## config.mk

```make
export PLATFORM = sky130hd
export DESIGN_NAME = seq_shifter
export DESIGN_NICKNAME = d
export VERILOG_FILES = /design/src/rtl/shift_pkg.sv /design/src/rtl/shift_step.sv /design/src/rtl/seq_shifter.sv
export SDC_FILE = /design/constraint.sdc
export NUM_CORES = 1
export LEC_CHECK = 0
export BUFFER_PORTS_ARGS = -buffer_cell sky130_fd_sc_hd__buf_2
export CORE_MARGIN = 1
export CORE_UTILIZATION = 48
export DETAILED_ROUTE_END_ITERATION = 7
export PLACE_DENSITY_LB_ADDON = 0.12
export SLEW_MARGIN = 20
export SYNTH_ARGS = -nofsm -noshare
export SYNTH_HDL_FRONTEND = slang
export SYNTH_SLANG_ARGS = --single-unit
```

## constraint.sdc

```tcl
create_clock -name clk -period 1.8 [get_ports clk]
set_clock_uncertainty 0.05 [all_clocks]
set_input_delay 0.09 -clock clk [delete_from_list [all_inputs] [get_ports clk]]
set_output_delay 0.09 -clock clk [all_outputs]
set_load 0.1 [all_outputs]
```

## src/rtl/shift_pkg.sv

```systemverilog
// Shared types for the multi-cycle shifter.
//   shift_mode_t : operation selected by the 2-bit mode input
//   state_t      : sequencer states of seq_shifter
package shift_pkg;

  typedef enum logic [1:0] {
    SLL = 2'b00,
    SRL = 2'b01,
    SRA = 2'b10,
    ROL = 2'b11
  } shift_mode_t;

  typedef enum logic [1:0] {
    IDLE  = 2'b00,
    SHIFT = 2'b01,
    DONE  = 2'b10
  } state_t;

endpackage

```

## src/rtl/shift_step.sv

```systemverilog
// One combinational shift step of up to STEP bit positions.
// Ports:
//   acc    : value to be shifted (n bits)
//   k      : number of positions for this step, 0..STEP
//   mode   : SLL / SRL / SRA / ROL
//   result : acc shifted by k positions in the selected mode
module shift_step
  import shift_pkg::*;
#(
  parameter int n    = 32,
  parameter int STEP = 1,
  localparam int KW  = $clog2(STEP + 1)
) (
  input  logic [n-1:0]  acc,
  input  logic [KW-1:0] k,
  input  shift_mode_t   mode,
  output logic [n-1:0]  result
);

  logic [2*n-1:0] rot_wide;

  // The rotate is formed by shifting a doubled copy of acc left; the upper
  // half then holds the bits that wrapped around from the MSB into the LSB.
  always_comb begin
    rot_wide = {acc, acc} << k;
    case (mode)
      SLL:     result = acc << k;
      SRL:     result = acc >> k;
      SRA:     result = $signed(acc) >>> k;
      ROL:     result = rot_wide[2*n-1:n];
      default: result = acc;
    endcase
  end

endmodule

```

## src/rtl/seq_shifter.sv

```systemverilog
// Multi-cycle shifter: retires up to STEP bit positions per clock until the
// requested shift amount is used up, under a start/busy/done handshake.
// Ports:
//   clk    : clock, all state changes on the rising edge
//   reset  : synchronous active-high reset
//   start  : request, only accepted while busy is low
//   mode   : 00 SLL, 01 SRL, 10 SRA, 11 ROL
//   A      : operand, captured on the accepted start
//   shamt  : shift amount, captured on the accepted start
//   busy   : high while shifting and in the done cycle
//   done   : one-cycle completion pulse
//   C      : result, held until the next accepted start
module seq_shifter
  import shift_pkg::*;
#(
  parameter int n    = 32,
  parameter int STEP = 1
) (
  input  logic                 clk,
  input  logic                 reset,
  input  logic                 start,
  input  logic [1:0]           mode,
  input  logic [n-1:0]         A,
  input  logic [$clog2(n)-1:0] shamt,
  output logic                 busy,
  output logic                 done,
  output logic [n-1:0]         C
);

  localparam int SW = $clog2(n);
  localparam int KW = $clog2(STEP + 1);

  state_t      state, state_next;
  logic [n-1:0]  acc, acc_next, stepped;
  logic [SW-1:0] rem, rem_next, rem_after;
  logic [KW-1:0] k;
  shift_mode_t mode_q, mode_next;

  // Size of the current step: a full STEP, or whatever is left if smaller.
  always_comb begin
    if (32'(rem) >= STEP) k = KW'(STEP);
    else                  k = KW'(rem);
    rem_after = rem - SW'(k);
  end

  shift_step #(.n(n), .STEP(STEP)) u_step (
    .acc    (acc),
    .k      (k),
    .mode   (mode_q),
    .result (stepped)
  );

  // Sequencer: IDLE captures the operands, SHIFT walks acc towards the result
  // one step per cycle, DONE flags completion for exactly one cycle.
  always_comb begin
    state_next = state;
    acc_next   = acc;
    rem_next   = rem;
    mode_next  = mode_q;
    case (state)
      IDLE: begin
        if (start) begin
          acc_next   = A;
          rem_next   = shamt;
          mode_next  = shift_mode_t'(mode);
          state_next = (shamt != '0) ? SHIFT : DONE;
        end
      end
      SHIFT: begin
        acc_next = stepped;
        rem_next = rem_after;
        if (rem_after == '0) state_next = DONE;
      end
      DONE:    state_next = IDLE;
      default: state_next = IDLE;
    endcase
  end

  // State and datapath registers; reset aborts any operation in flight.
  always_ff @(posedge clk) begin
    if (reset) begin
      state  <= IDLE;
      acc    <= '0;
      rem    <= '0;
      mode_q <= SLL;
    end else begin
      state  <= state_next;
      acc    <= acc_next;
      rem    <= rem_next;
      mode_q <= mode_next;
    end
  end

  assign busy = (state != IDLE);
  assign done = (state == DONE);
  assign C    = acc;

endmodule

```

==> impl_metrics.json, run 1 <==
{
  "grt-ovfl-total": 0,
  "dpl.hpwl_mm": 5.335,
  "synth-seq-area-share_pct": 30.17,
  "finalWirelength_mm": 7.463,
  "cts_tree": "built",
  "via_count": 2828,
  "clock_latency_ns": 0.29,
  "synth_cell_types": 40,
  "fin_util_pct": 63.08,
  "multiInputGateArea_mm2": 0.001759,
  "required_ns": 1.96,
  "synthAdderAreaFrac_pct": 0.9200,
  "core_mm2": 0.005473,
  "top_layer": "met4",
  "holdWs_ns": 0.01828,
  "htreeDepth": 2,
  "final_cell_mix": "buf_2, dfxtp_1, nand2_1",
  "drc": 0,
  "ir_worst_vdd_mv": 0.5948,
  "synth_xor_area_share_pct": 0.9660,
  "drive_above_1_share_pct": 31.23,
  "synth-compound-area-share_pct": 24.33,
  "grt_usage_pct": 25.58,
  "setup_viol": 0,
  "final_common_cell": "buf_2",
  "crit_slowest_cell": "or4_4",
  "diodes": 0,
  "die_w_um": 77.28,
  "first_global_vias": 2641,
  "clock-sinks": 41,
  "met1_length_mm": 3.529,
  "ant_nets": 0,
  "antenna_found_initial": 0,
  "avgSynthCellArea_um2": 8.120,
  "grt_max_degree": 37,
  "crit_fanout": 4,
  "fillers": 519,
  "die-area_mm2": 0.005972,
  "max-cap-violations": 0,
  "synth_nets": 379,
  "ys_ff_latch": 41,
  "synth_warnings": 0,
  "synth_area_mm2": 0.002720,
  "worst_path_largest_cell_delay_ns": 0.58,
  "wl_per_cell_um": 15.39,
  "worstMarginPinSlew_ns": 0.4926,
  "grt_pass1_wl_mm": 12.49,
  "syn_inst": 335,
  "pin_count": 76,
  "place_congestion": 0.9023,
  "cp_top_family": "compound AO/OA/AOI/OAI gates",
  "critPathKind": "flip-flop to flip-flop",
  "critPathArrivalTime_ns": 1.91,
  "start_util_pct": 49.70,
  "wl_met2_mm": 3.592,
  "synth_top_family_by_area": "simple AND/OR/NAND/NOR gates",
  "path_cells": "or4_4 -> o41ai_4 -> a21oi_1 -> a221oi_2",
  "leakage_nw": 1.414,
  "vias_per_cell": 5.831,
  "clk_pin_slew_ns": 0.08,
  "p_per_area_mw_per_mm2": 1243,
  "drtPass1Iterations": 4,
  "post-route-period-util_pct": 97.50,
  "clk_path_buf_depth": 2,
  "num_rows": 27,
  "port_buffers": 75,
  "final_nets": 457,
  "die_h_um": 77.28,
  "power_w": 0.004289,
  "slew_headroom_pct": 67.16,
  "hold_path_class": "input port to flip-flop",
  "slew_violations": 0,
  "fmax_mhz": 569.8,
  "clock-root-buffer": "clkbuf_8",
  "synth_simple_gate_area_share_pct": 24.84,
  "crit_path_start_kind": "flip-flop",
  "met3_length_um": 259,
  "period_needed_ns": 1.755,
  "tns_ns": 0,
  "drt_iter0_drc": 99,
  "numCtsBuffers": 5,
  "layout.cells.non_filler": 485,
  "register_area_um2": 824.5,
  "rsz0062_at_grt": "yes",
  "path_buf_inv": 0,
  "outcome": "finished, final reports clean",
  "end_kind": "flip-flop",
  "hold_violations": 0,
  "synthMuxAreaShare_pct": 12.14,
  "dp_cells": 476,
  "syn2layout_area_growth_pct": 26.91
}
cells by family (layout without fill, tap and decap cells):
kind of cell | after synthesis | after routing
flops | 41 | 41
mux | 33 | 33
xor+xnor | 3 | 3
buf+inv | 44 | 122
compound gates | 86 | 86
simple gates | 126 | 126
fa+ha+maj | 2 | 2
layer usage:
layer	vias up	track usage [%]
met4	0	6.792
met5	-	0
met2	59	43.81
met1	1362	32.63
li1	1400	-
met3	7	4.643
tightest hold or removal path, delay by kind of cell:
kind	cells	cell delay, ns
buffers and inverters	1	0.09
AND/OR/NAND/NOR	1	0.08
multiplexers	1	0.06
layout make-up:
cell class / instances / area share (%)
multi-input combinational: 250 / 50.96
sequential: 41 / 23.89
timing repair buffer: 107 / 19.17
tap: 72 / 2.610
clock buffer: 7 / 2.501
inverter: 8 / 0.8699
where the power goes:
| part | internal [W] | leakage [nW] | switching (W) |
|---|---|---|---|
| Clock | 0.000305 | 0.0443 | 0.000317 |
| Combinational | 0.000764 | 1.03 | 0.00166 |
| Sequential | 0.00105 | 0.340 | 0.000188 |
| Total | 0.00212 | 1.41 | 0.00217 |
per-stage QoR:
stage                     setup WS, ns  cell area [µm²]
final                          0.04501             3452
after detailed placement       0.06424             3329
after CTS                      0.05323             3426
after global placement         0.09508             3329
after floorplan                0.02126             2726
after global routing          -0.01336             3452
state kept, by name (all words and copies together), names as in the netlist:
| register | flops |
|---|---|
| rem | 5 |
| mode_q | 2 |
| state | 2 |
| C | 32 |
what timing repair did:
item,CTS,global route
buffers inserted,0,1
resized for setup,0,4
hold endpoints to repair,1,0
setup endpoints to repair,0,8
hold buffers,1,0
path summary, 6_finish.rpt:
path         depth (start not counted)         to    start  slack (ns)
max                                  4       C[0]   rem[1]        0.05
min                                  3  mode_q[0]  mode[0]        0.02
max reg2reg                          4       C[0]   rem[1]        0.05
min reg2reg                          2     rem[1]   rem[1]        0.43
cell usage after synthesis, drive strengths merged:
| master | n | area (µm²) |
|---|---|---|
| ha | 2 | 25.02 |
| o221a | 1 | 11.26 |
| o41ai | 1 | 27.53 |
| or4 | 1 | 11.26 |
| o211ai | 3 | 22.52 |
| dfxtp | 41 | 820.8 |
| mux2i | 33 | 330.3 |
| a221o | 1 | 10.01 |
| nor2b | 4 | 25.02 |
| o21ba | 1 | 10.01 |
| o21ai | 3 | 15.01 |
| nand2 | 37 | 138.9 |
| nor3 | 34 | 170.2 |
| or2 | 3 | 18.77 |
| nor4b | 1 | 8.760 |
| a32o | 1 | 10.01 |
| a221oi | 3 | 32.53 |
| nand4 | 1 | 6.260 |
| inv | 8 | 30.03 |
| a41o | 1 | 10.01 |
| nor3b | 2 | 15.01 |
| clkbuf | 24 | 90.09 |
| a211o | 29 | 254.0 |
| o21bai | 1 | 7.510 |
| nand3 | 2 | 10.01 |
| nand2b | 1 | 6.260 |
| nand3b | 30 | 225.2 |
| xor2 | 1 | 8.760 |
| xnor2 | 2 | 17.52 |
| a21oi | 8 | 40.04 |
| o22ai | 1 | 6.260 |
| nor2 | 9 | 33.78 |
| a311oi | 1 | 8.760 |
| a31oi | 30 | 187.7 |
| o221ai | 1 | 8.760 |
| and3 | 1 | 6.260 |
| buf | 12 | 60.06 |
(Power assumes the default switching activity.)
==> run 2: changes to the inputs <==
CORE_MARGIN = 5   (was 1)
GPL_TIMING_DRIVEN = 0   (was default)
SETUP_SLACK_MARGIN = 0.4   (was default)
==> run 2 against run 1 <==
Sequential share of layout area shrank 1.2 points. Register-to-register slack lost 0.03 ns. Hold slack lost 0.014 ns. Global-route usage shrank 2.0 points. Sequential cell count is the same. Power grew 12%. Utilization grew 7.2 points. First-iteration DRC count grew to 2.5 times the previous value. Critical path depth grew 3. Worst setup slack lost 0.031 ns. Critical path type unchanged. Highest routed layer unchanged.
==> impl_metrics.json, run 2 (same netlist as run 1, synthesis figures left out) <==
{
  "crit_slowest_cell": "or4_4",
  "drtPass1Iterations": 5,
  "crit_top_cell": "buf_8",
  "first_global_vias": 2892,
  "setup_viol": 0,
  "clk_path_buf_depth": 2,
  "drive_above_1_share_pct": 46.33,
  "place_ws_ns": -0.1148,
  "multiInputGateArea_mm2": 0.001931,
  "htreeDepth": 2,
  "design_area_mm2": 0.003872,
  "die_h_um": 85.28,
  "met1_length_mm": 3.884,
  "holdWs_ns": 0.004386,
  "die_w_um": 85.28,
  "worst_path_largest_cell_delay_ns": 0.53,
  "power_w": 0.004814,
  "ir_worst_vdd_mv": 0.6279,
  "port_buffers": 74,
  "register_area_um2": 877.1,
  "hold_violations": 0,
  "post-route-period-util_pct": 99.24,
  "period_needed_ns": 1.786,
  "required_ns": 1.91,
  "fin_util_pct": 70.32,
  "pin_count": 76,
  "num_rows": 27,
  "combPwrFrac_pct": 56.6,
  "diodes": 0,
  "fillers": 451,
  "vias_per_cell": 6.018,
  "drt_iter0_drc": 249,
  "grt-ovfl-total": 0,
  "clock-root-buffer": "clkbuf_8",
  "fmax_mhz": 559.8,
  "crit_path_start_kind": "flip-flop",
  "slew_violations": 0,
  "worstMarginPinSlew_ns": 0.6705,
  "met3_length_um": 653,
  "grt_pass1_wl_mm": 14.00,
  "wl_per_cell_um": 17.69,
  "ant_nets": 0,
  "numCtsBuffers": 5,
  "clk_pin_slew_ns": 0.08,
  "setup_ws_ns": 0.01373,
  "clock_latency_ns": 0.30,
  "start_util_pct": 49.40,
  "final_cell_mix": "buf_2, dfxtp_2, nand2_1",
  "leakage_nw": 1.569,
  "final_nets": 479,
  "grt_max_degree": 13,
  "grt_usage_pct": 23.53,
  "cp_top_family": "simple AND/OR/NAND/NOR gates",
  "wl_met2_mm": 4.276,
  "hold_path_class": "input port to flip-flop",
  "critPathArrivalTime_ns": 1.90,
  "outcome": "finished, final reports clean",
  "slew_headroom_pct": 55.30,
  "place_congestion": 0.8639,
  "critPathKind": "flip-flop to flip-flop",
  "end_kind": "flip-flop",
  "path_buf_inv": 3,
  "drc": 0,
  "crit_fanout": 7,
  "syn2layout_area_growth_pct": 42.36,
  "p_per_area_mw_per_mm2": 1243,
  "p_int_w": 0.002446,
  "clockPowerShare_pct": 16.6,
  "finalWirelength_mm": 8.985,
  "rsz0062_at_grt": "yes",
  "max-cap-violations": 0,
  "largest_reg_flops": 32,
  "final_common_cell": "buf_2",
  "antenna_found_initial": 0,
  "clock-sinks": 41,
  "cts_tree": "built",
  "path_cells": "or4_4 -> buf_8 -> buf_8 -> buf_4 -> nor3_4 -> a211o_1 -> a31oi_1",
  "dpl_cell_area_mm2": 0.003273,
  "seq_power_share_pct": 26.8,
  "die-area_mm2": 0.007273,
  "core_mm2": 0.005507,
  "top_layer": "met4",
  "dpl.hpwl_mm": 5.958,
  "p_switching_w": 0.002368,
  "swShare_pct": 49.19,
  "via_count": 3057
}
-- run 2: cell types whose count changed in the layout (fill, tap and decap cells not counted), sizes merged --
cell and change:
clkbuf +26, bufinv +1, buf -4
-- run 2: path summary, 6_finish.rpt --
path / end / from / slack, ns / cells past startpoint
setup reg to reg: C[18] / rem[0] / 0.01 / 7
setup / recovery: C[18] / rem[0] / 0.01 / 7
hold reg to reg: C[3] / C[3] / 0.46 / 2
hold / removal: mode_q[0] / mode[0] / 0.004 / 3
-- run 2: repair_timing --
item | in CTS | in global routing
hold buffers | 1 | 0
buffers inserted | 6 | 10
setup endpoints to repair | 43 | 43
pin swaps | 10 | 17
cloned | 0 | 2
resized for setup | 49 | 36
endpoints found under the hold margin | 1 | 0
-- run 2: tightest hold or removal path, stage by stage --
cell and delay [ns]:
buf_2 0.08, mux2i_1 0.06, nor2_1 0.09
-- run 2: through the flow --
step	std cells	setup TNS [ns]
after detailed placement	481	-0.8080
after global placement	481	-0.2071
final	508	0
after floorplan	335	0
after CTS	496	0
after global routing	508	-0.3152
-- run 2: power by group through the flow --
| stage | registers, W | clock network (W) | logic [W] |
|---|---|---|---|
| floorplan | 0.00206 | 0 | 0.00109 |
| global placement | 0.00128 | 0 | 0.00229 |
| detailed placement | 0.00128 | 0 | 0.00232 |
| CTS | 0.00127 | 0.000796 | 0.00248 |
| global route | 0.00132 | 0.000835 | 0.00288 |
| finish | 0.00129 | 0.000797 | 0.00273 |
-- run 2: cell type report --
class | count | share of cell area (%)
plain buffers | 36 | 6.527
clock buffers | 7 | 2.229
clock inverters | 1 | 0.7754
inverters | 8 | 0.7754
multi-input cells | 250 | 49.85
flip-flops and latches | 41 | 22.65
well taps | 72 | 2.326
repair buffers | 93 | 14.86
-- run 2: layer usage --
| metal | track usage [%] | vias to the layer above |
|---|---|---|
| met4 | 7.482 | 0 |
| li1 | - | 1454 |
| met3 | 3.883 | 20 |
| met2 | 38.56 | 126 |
| met1 | 31.42 | 1457 |
| met5 | 0 | - |
==> run 3: changes to the inputs <==
ABC_AREA = 1   (was default)
CORE_UTILIZATION = 47   (was 48)
HOLD_SLACK_MARGIN = 0.02   (was default)
==> run 3 against run 2 <==
Non-clock buffer count fell by 19. The flow now finishes with violations (hold timing). Utilization fell by 7.9 points. Worst setup slack improved by 0.23 ns. Highest routed layer unchanged. Largest power group unchanged. Critical path depth rose by 3. Hold slack got worse by 0.018 ns. First-iteration DRC count rose by 1.2%. Power fell by 12%. Critical endpoint is now state[0]. Combinational power fell by 9.5%. Register-to-register slack improved by 0.23 ns. Via count rose by 2.7%.
==> impl_metrics.json, run 3 <==
{
  "antenna_found_initial": 0,
  "final_common_cell": "buf_2",
  "ys_ff_latch": 41,
  "dp_cells": 563,
  "ys_top_cells_by_area": "dfxtp_1, a21oi_1, o21ai_0",
  "violations": "hold timing",
  "final_cell_mix": "buf_2, nand2_1, a21oi_1, o21ai_0, inv_1",
  "drtPass1Iterations": 5,
  "largest_reg_flops": 32,
  "critPathKind": "flip-flop to flip-flop",
  "worstMarginPinSlew_ns": 0.4839,
  "synth-seq-area-share_pct": 30.83,
  "synthFlopType": "dfxtp_1",
  "critPathArrivalTime_ns": 1.71,
  "regToRegSetupSlack_ns": 0.24,
  "grt_max_degree": 13,
  "setup_viol": 0,
  "vias_per_cell": 5.453,
  "cts_tree": "built",
  "outcome": "finished, violations left",
  "slew_headroom_pct": 67.74,
  "pin_count": 76,
  "htreeDepth": 2,
  "startpoint": "rem[4]",
  "drive_above_1_share_pct": 34.33,
  "met3_length_um": 684,
  "tns_ns": 0,
  "first_global_vias": 2958,
  "yosys.area.top_type": "dfxtp_1",
  "wl_per_cell_um": 14.81,
  "finalWirelength_mm": 8.530,
  "rsz0062_at_grt": "yes",
  "hold_path_class": "input port to flip-flop",
  "drc": 0,
  "numCtsBuffers": 5,
  "ant_nets": 0,
  "grt-ovfl-total": 0,
  "p_per_area_mw_per_mm2": 1233,
  "worstHoldStart": "reset",
  "wl_met2_mm": 3.969,
  "top_layer": "met4",
  "end_kind": "flip-flop",
  "worstReg2RegStart": "rem[4]",
  "start_util_pct": 48.35,
  "diodes": 0,
  "fillers": 529,
  "place_congestion": 0.9262,
  "post-route-period-util_pct": 86.69,
  "required_ns": 1.95,
  "crit_fanout": 6,
  "synth_nets": 460,
  "syn2layout_area_growth_pct": 29.04,
  "async_flop_share_pct": 0,
  "die-area_mm2": 0.007270,
  "avgSynthCellArea_um2": 6.400,
  "final_nets": 548,
  "via_count": 3141,
  "synth_cell_types": 26,
  "clock-root-buffer": "clkbuf_8",
  "die_h_um": 85.27,
  "synth_edf_count": 0,
  "ir_worst_vdd_mv": 0.6509,
  "synthTopCellsByCount": "nand2_1, a21oi_1, o21ai_0",
  "dpl.hpwl_mm": 6.149,
  "grt_pass1_wl_mm": 13.98,
  "hold_violations": 3,
  "slew_violations": 0,
  "core_mm2": 0.005507,
  "synth_warnings": 0,
  "met1_length_mm": 3.798,
  "port_buffers": 75,
  "clk_path_buf_depth": 2,
  "layout.cells.non_filler": 576,
  "syn_inst": 416,
  "period_needed_ns": 1.561,
  "leakage_nw": 1.660,
  "die_w_um": 85.27,
  "grt_usage_pct": 23.53,
  "clock_latency_ns": 0.30,
  "crit_path_start_kind": "flip-flop",
  "max-cap-violations": 0,
  "fmax_mhz": 640.8,
  "clk_pin_slew_ns": 0.09,
  "drt_iter0_drc": 252,
  "synth_area_mm2": 0.002663,
  "num_rows": 27,
  "yosysMostFrequentCell": "nand2_1",
  "clock-sinks": 41,
  "holdWs_ns": -0.01366,
  "yosysTopAreaCellShare_pct": 30.83
}
==> run 3: what timing repair did <==
action / in CTS / in global routing
setup buffers: 4 / 2
resized for setup: 24 / 20
setup endpoints to repair: 40 / 41
pin swaps: 3 / 5
hold endpoints to repair: 4 / 4
cloned: 0 / 0
==> run 3: final timing paths <==
check,endpoint,depth (start not counted)
max reg2reg,state[0],10
min,state[0],2
min reg2reg,mode_q[0],2
max,state[0],10
==> run 3: kinds of logic after synthesis <==
| group | Yosys count | synth area share [%] |
|---|---|---|
| xor gates and xnor gates | 2 | 0.6580 |
| DFF | 41 | 30.83 |
| and+or+nand+nor | 113 | 18.05 |
| buffers and inverters | 91 | 14.61 |
| AOI/OAI and AO/OA | 167 | 34.92 |
| adders and majority gates | 2 | 0.9397 |
==> run 3: cell type report <==
class	instances	area [µm²]	share of cell area, %
Multi-Input combinational cell	284	1526	44.43
Sequential cell	41	874.6	25.46
Timing Repair Buffer	81	425.4	12.38
Inverter	62	244.0	7.101
Buffer	29	197.7	5.754
Tap cell	72	90.09	2.622
Clock buffer	6	72.57	2.112
Clock inverter	1	5.005	0.1457
==> run 3: stage by stage <==
step | setup WS (ns) | power, W | utilization, % | area [µm²] | hold WS (ns)
after global routing | 0.1099 | 0.004495 | 62.39 | 3436 | -0.006560
final | 0.2395 | 0.004237 | 62.39 | 3436 | -0.01366
after floorplan | 0.2963 | 0.003053 | - | 2746 | 0.1017
after global placement | 0.1612 | 0.003478 | 58.33 | 3212 | 0.2844
after CTS | 0.2555 | 0.004161 | 61.05 | 3362 | -0.03435
after detailed placement | 0.1386 | 0.003509 | 58.33 | 3212 | 0.2898
==> run 3: power breakdown <==
group | total (W) | internal (W) | switching [W]
registers | 0.00118 | 0.00107 | 0.000107
logic | 0.00247 | 0.000641 | 0.00183
clock network | 0.000590 | 0.000264 | 0.000325
total | 0.00424 | 0.00198 | 0.00226
==> run 3: layer usage <==
metal  track usage [%]  up-vias
li1                  -     1574
met1             31.36     1424
met2             38.56      134
met3             4.369        9
met4             6.906        0
met5                 0        -
==> run 3: critical path, cell delays in order, from the launching register on <==
cell     delay [ns]
dfxtp_2        0.35
nor2_4         0.12
nand3_4        0.13
inv_8          0.08
nor2_4         0.04
ha_4           0.15
xor2_1         0.15
nor2_1         0.14
nand3_2        0.10
nand2_1        0.09
a21oi_2        0.05
